## src/rtl/shift_issue_queue.sv

```systemverilog
// shift_issue_queue: DEPTH-entry rotate-command FIFO feeding a combinational rotator, with a registered valid/ready result.
// Ports: clk_i / rst_ni (async active-low) clock and reset;
//   in_valid_i, o_in_ready, in_data_i, in_s_i, in_right_i : upstream command handshake;
//   o_sh_data, o_sh_s, o_sh_right : head command to rotator, sh_y_i : rotator result back;
//   o_out_valid, out_ready_i, o_out_y : registered result handshake;
//   o_count : FIFO occupancy (output register not included).
// Optional: define SHIFT_ISSUE_OPCOUNT_EN to add o_ops_done, a 16-bit wrapping count of output handshakes.
module shift_issue_queue #(
  parameter int DEPTH = 4
) (
  input  logic                       clk_i,
  input  logic                       rst_ni,
  input  logic                       in_valid_i,
  output logic                       o_in_ready,
  input  logic [31:0]                in_data_i,
  input  logic [4:0]                 in_s_i,
  input  logic                       in_right_i,
  output logic [31:0]                o_sh_data,
  output logic [4:0]                 o_sh_s,
  output logic                       o_sh_right,
  input  logic [31:0]                sh_y_i,
  output logic                       o_out_valid,
  input  logic                       out_ready_i,
  output logic [31:0]                o_out_y,
`ifdef SHIFT_ISSUE_OPCOUNT_EN
  output logic [15:0]                o_ops_done,
`endif
  output logic [$clog2(DEPTH):0]     o_count
);
  localparam int AW = $clog2(DEPTH);
  localparam int CW = AW + 1;
  logic [31:0]   r_data  [DEPTH];
  logic [4:0]    r_s     [DEPTH];
  logic          r_right [DEPTH];
  logic [AW-1:0] r_wptr, r_rptr;
  logic [CW-1:0] r_count;
  logic          r_out_valid;
  logic [31:0]   r_out_y;
  logic          w_empty, w_push, w_cap;
  // Ready comes from registered occupancy only, so no combinational path from out_ready_i.
  assign w_empty     = (r_count == '0);
  assign o_in_ready  = (r_count != CW'(DEPTH));
  assign w_push      = in_valid_i && o_in_ready;
  assign w_cap       = !w_empty && (!r_out_valid || out_ready_i);
  assign o_sh_data   = w_empty ? 32'd0 : r_data[r_rptr];
  assign o_sh_s      = w_empty ? 5'd0  : r_s[r_rptr];
  assign o_sh_right  = w_empty ? 1'b0  : r_right[r_rptr];
  assign o_out_valid = r_out_valid;
  assign o_out_y     = r_out_y;
  assign o_count     = r_count;
  // Storage is not reset; the pointers and count define which entries are live.
  always_ff @(posedge clk_i) begin
    if (w_push) begin
      r_data[r_wptr]  <= in_data_i;
      r_s[r_wptr]     <= in_s_i;
      r_right[r_wptr] <= in_right_i;
    end
  end
  // DEPTH is a power of two, so the pointers wrap naturally.
  always_ff @(posedge clk_i or negedge rst_ni) begin
    if (!rst_ni) begin
      r_wptr      <= '0;
      r_rptr      <= '0;
      r_count     <= '0;
      r_out_valid <= 1'b0;
      r_out_y     <= 32'd0;
    end else begin
      if (w_push) r_wptr <= r_wptr + 1'b1;
      if (w_cap) r_rptr <= r_rptr + 1'b1;
      r_count <= r_count + CW'(w_push) - CW'(w_cap);
      if (w_cap) begin
        r_out_valid <= 1'b1;
        r_out_y     <= sh_y_i;
      end else if (out_ready_i) begin
        r_out_valid <= 1'b0;
      end
    end
  end
`ifdef SHIFT_ISSUE_OPCOUNT_EN
  logic [15:0] r_ops_done;
  assign o_ops_done = r_ops_done;
  always_ff @(posedge clk_i or negedge rst_ni) begin
    if (!rst_ni) r_ops_done <= 16'd0;
    else if (r_out_valid && out_ready_i) r_ops_done <= r_ops_done + 16'd1;
  end
`endif
endmodule

```

## config.mk

```make
export PLATFORM = sky130hd
export DESIGN_NAME = shift_issue_queue
export DESIGN_NICKNAME = d
export VERILOG_FILES = /design/src/rtl/shift_issue_queue.sv
export SDC_FILE = /design/constraint.sdc
export NUM_CORES = 1
export LEC_CHECK = 0
export CAP_MARGIN = 20
export CORE_MARGIN = 2
export CORE_UTILIZATION = 51
export DETAILED_ROUTE_END_ITERATION = 12
export GPL_ROUTABILITY_DRIVEN = 0
export PLACE_DENSITY = 0.86
export SYNTH_ARGS = -nofsm -noshare
export SYNTH_HDL_FRONTEND = slang
export SYNTH_SLANG_ARGS = --single-unit
```

## constraint.sdc

```tcl
create_clock -name clk_i -period 3.2 [get_ports clk_i]
set_clock_uncertainty 0.15 [all_clocks]
set_input_delay 0.64 -clock clk_i [delete_from_list [all_inputs] [get_ports clk_i]]
set_output_delay 0.64 -clock clk_i [all_outputs]
set_load 0.02 [all_outputs]
```

* Word level (Yosys, flattened, before mapping) *
Memory sizes are Yosys's and may differ from the RTL's.
Index checks and enable logic that the tools add are counted.

word-level totals
  bits in registers = 40
  latch bits = 0
  memory bits (writable) = 152
  bits in read-only memories = 0
  input port bits = 74
  memories = 3

cells by class
  add/sub/neg operators = 4
  multiply operators = 0
  div/mod/pow operators = 0
  $lt $le $gt $ge = 0
  equality and inequality tests = 1
  shifts and indexed selects = 0
  muxes and demuxes = 7
  bitwise operators = 0
  reductions and logical operators = 7

memory list
  memory   depth  width  rd ports  clocked after Yosys merged registers in  wr ports  RTL line  RTL
  r_data   4      32     1         0                                        1         32        logic [31:0] r_data [DEPTH];
  r_s      4      5      1         0                                        1         33        logic [4:0] r_s [DEPTH];
  r_right  4      1      1         0                                        1         34        logic r_right [DEPTH];

operators by type and width
  operator                                     count
  2-to-1 mux 32 bit                            1
  2-to-1 mux 1 bit                             5
  2-to-1 mux 5 bit                             1
  adder 2 x 1 -> 2 bit, second input constant  2
  adder 3 x 1 -> 3 bit                         1
  logical NOT 3 bit                            1
  != test 3 bit, second input constant         1
  subtractor 3 x 1 -> 3 bit                    1
  logical AND 1 bit                            2
  logical NOT 1 bit                            2
  nonzero test 2 bit                           1
  logical OR 1 bit                             1

* Logic depth before layout (Yosys ltp) *
  depth after elaboration = 4
  gate-level depth with buffers = 11
  mapped depth without buffers = 10

* Least setup slack after synthesis *
Ideal clock, no wire load.

  path kind = input port to flip-flop
  from = in out_ready_i
  to = reg r_count[2], in the netlist o_count[2]
  arrival time = 2330 ps
  data required time = 2916 ps
  setup slack = 586 ps
  cell stages on the path = 11
  path buffers = 2
  path through = nand2b_1 -> nor2b_1 -> buf_6 -> buf_12 -> ha_1 -> inv_1 -> ha_1 -> inv_1 -> fa_1 -> xnor2_1 -> xnor2_1

between the ends
  cells in the longest elaborated chain, start to end = 3

ends and longest elaborated chain
  item                       RTL line  RTL
  start, declared            23        input logic out_ready_i,
  logical OR 1 bit           44        assign w_cap = !w_empty && (!r_out_valid || out_ready_i);
  logical AND 1 bit          44
  named net w_cap            39        logic w_empty, w_push, w_cap;
  subtractor 3 x 1 -> 3 bit  70        r_count <= r_count + CW'(w_push) - CW'(w_cap);
  end signal, assigned       70
  end, declared              36        logic [CW-1:0] r_count;

The timed path passes the listed nets, and every way through them passes these cells.
A chain may end at the register's enable or synchronous reset.

* Final worst setup path *
  from = reg r_rptr[0]
  to = out o_sh_data[12]

between the ends
  cells in the longest elaborated chain, start to end = 2

ends and longest elaborated chain
  item                    RTL line  RTL
  start, declared         35        logic [AW-1:0] r_wptr, r_rptr;
  start signal, assigned  69        if (w_cap) r_rptr <= r_rptr + 1'b1;
  memory (4 x 32 bit)     -
  2-to-1 mux 32 bit       45        assign o_sh_data = w_empty ? 32'd0 : r_data[r_rptr];
  end, declared           18        output logic [31:0] o_sh_data,

Every way passes these cells.

==> reports/qor.yml <==
setup_path:
  reg2regPathDepth: 10
  r2r_start: "o_count[1]$_DFF_PN0_"
  path_cells: "clkbuf_16, mux4_2, nor2b_1, clkdlybuf4s50_1"
  path_max_fanout: 20
  r2r_end: "o_count[2]$_DFF_PN0_"
  worstPathRequired_ps: 2410
  critPathCaptureType: "output port"
  slowest_delay_ps: 550
  slowest_stage: "clkdlybuf4s50_1"
  r2r_slack_ps: 600
  path_delay_family: "buffers and inverters"
  worstPathArrival_ps: 2330
  critical_path_class: "flip-flop to output port"
  start_kind: "flip-flop"
  cp_num_buf_inv: 2
cells_and_area:
  layout_commonest_cell: "edfxtp_1"
  n_antenna_cell: 0
  final_cell_mix: "edfxtp_1 (152), clkdlybuf4s50_1 (129), mux4_2 (38), nor2b_1 (38), dfrtp_1 (38)"
  multi_input_area_um2: 1810
  finalNetCount: 589
  fin_area_um2: 9880
  seq_area_um2: 5570
  stdcell_count: 704
  layout-drive-gt1-share_pct: 22.7
  synthToLayoutAreaGrowth_pct: 31.4
  nFillCells: 963
power_and_ir_drop:
  peakVddDrop_mv: 0.445
  power_uw: 9810
  p_per_area_nw_per_um2: 993
  p_leak_uw: 0.00367
yosys:
  avgSynthCellArea_um2: 21.7
  synth.cell_area_um2: 7520
  syn_inst: 347
  yosysWarnings: 0
  synth_top_area_share_pct: 60.7
  synth_cell_types: 23
  synth-seq-area-share_pct: 74.0
  synth_seq_cells: 192
  yosysTopAreaCell: "edfxtp_1"
  synth_area_leaders: "edfxtp_1 (61%), dfrtp_1 (13%), mux4_2 (11%)"
  synth_nets: 428
route:
  vias: 3780
  via_per_inst: 5.37
  drt-initial-drc-count: 184
  drt_pass1_iterations: 4
  drc: 0
  wl_um: 14200
  ant_nets: 0
  wl_per_cell_um: 20.2
timing:
  period_needed_ps: 3120
  rsz0062_at_grt: "no"
  drv_slew: 0
  max_freq_mhz: 321
  slew_headroom_pct: 44.1
  timing.final.crit_share_pct: 97.4
  hold_violations: 0
  final.setup.worst_slack_ps: 82.6
  tightest_slew_ps: 839
  finalSetupViolCount: 0
  fin_tns_setup_ps: 0
floorplan:
  die_w_um: 125
  io_pins: 149
  core-area_um2: 14500
  die-height_um: 125
  rows: 44
  start_util_pct: 51.9
  die_area_um2: 15700
grt:
  grt_usage_pct: 18.3
  grt_pass1_vias: 4030
  antenna_found_initial: 0
  grt_pass1_wl_um: 22000
  overflow: 0
  grt_max_degree: 41
cts:
  cts_buffers: 17
  clkTransAtPathRegs_ps: 60
  clock_latency_ps: 420
  root_buffer: "clkbuf_16"
  cts_tree: "yes"
  cts-htree-levels: 4
  cts_buffer_depth: 2
  cts_hold_buf: 0
  clock_sinks: 192
hold_path:
  holdCritPathClass: "input port to async pin"
flow_run:
  maxCapViolCount: 0
place:
  placed_area_um2: 9250
  dp_hpwl_um: 8400
  dpl.cell_count: 672
  port_buffers: 148
  dp_slack_ps: 336
status:
  outcome: "complete, no violations"
[where the power goes]
part	total [uW]	internal, uW	switching (uW)
registers	3590	3350	238
clock network	2070	1220	853
logic	4150	2130	2020
total	9810	6690	3110
[registers in the layout, summed over array words and instances (netlist names)]
register     cells
r_rptr           2
r_wptr           2
r_right          4
o_out_valid      1
o_out_y         32
o_count          3
r_data         128
r_s             20
[routing by layer]
layer / vias to the layer above / GRT usage (%) / routed length [um]
met5: - / 0 / 0
met4: 0 / 6.41 / 165
met3: 10 / 4.36 / 760
met2: 153 / 29.5 / 7020
met1: 1940 / 24.8 / 6280
li1: 1677 / - / -
[cell type report]
cell class,count,area share (%)
sequential,192,56.4
multi-input combinational,132,18.3
timing repair buffer,159,16.9
clock buffer,19,4.38
tap,184,2.33
clock inverter,12,1.44
inverter,6,0.228
[cells in the mapped netlist, drive strengths merged]
cell,instances
edfxtp,152
dfrtp,40
nor2b,39
mux4,38
mux2,33
buf,10
clkbuf,7
ha,6
inv,6
and3,4
xnor2,3
xor2,2
and2,1
and3b,1
fa,1
nand2,1
nand2b,1
nor3,1
or3b,1
[through the flow]
| stage | hold WS (ps) | utilization [%] |
|---|---|---|
| floorplan | 194 | - |
| global placement | 339 | 63.9 |
| detailed placement | 343 | 63.9 |
| CTS | 196 | 67.8 |
| global route | 239 | 68.2 |
| finish | 179 | 68.2 |
[logic make-up (layout without fill, tap and decap cells)]
kind of cell / count (synthesis) / count (layout) / synth area share (%)
xor gates and xnor gates: 5 / 5 / 0.583
adders and majority gates: 7 / 7 / 1.26
buffers and inverters: 23 / 196 / 2.13
DFF: 192 / 192 / 74.0
muxes: 71 / 71 / 17.8
and+or+nand+nor: 49 / 49 / 4.23
[worst max-delay path by stage]
stage	startpoint	endpoint	slack [ps]	cells past startpoint
finish	r_rptr[0]$_DFFE_PN0P_	o_sh_data[12]	80	4
global route	r_rptr[0]$_DFFE_PN0P_	o_sh_data[23]	2	4
CTS	r_rptr[0]$_DFFE_PN0P_	o_sh_data[7]	0.2	4
detailed placement	out_ready_i	o_count[2]$_DFF_PN0_	340	10
global placement	out_ready_i	o_count[2]$_DFF_PN0_	420	10
floorplan	out_ready_i	o_count[2]$_DFF_PN0_	590	11
[timing repair]
action	in CTS	in global routing
gates resized for setup	7	12
buffers inserted	0	0
endpoints found under the setup margin	9	32
gates cloned	0	1
Note: power is estimated with default switching activity, not from simulation.
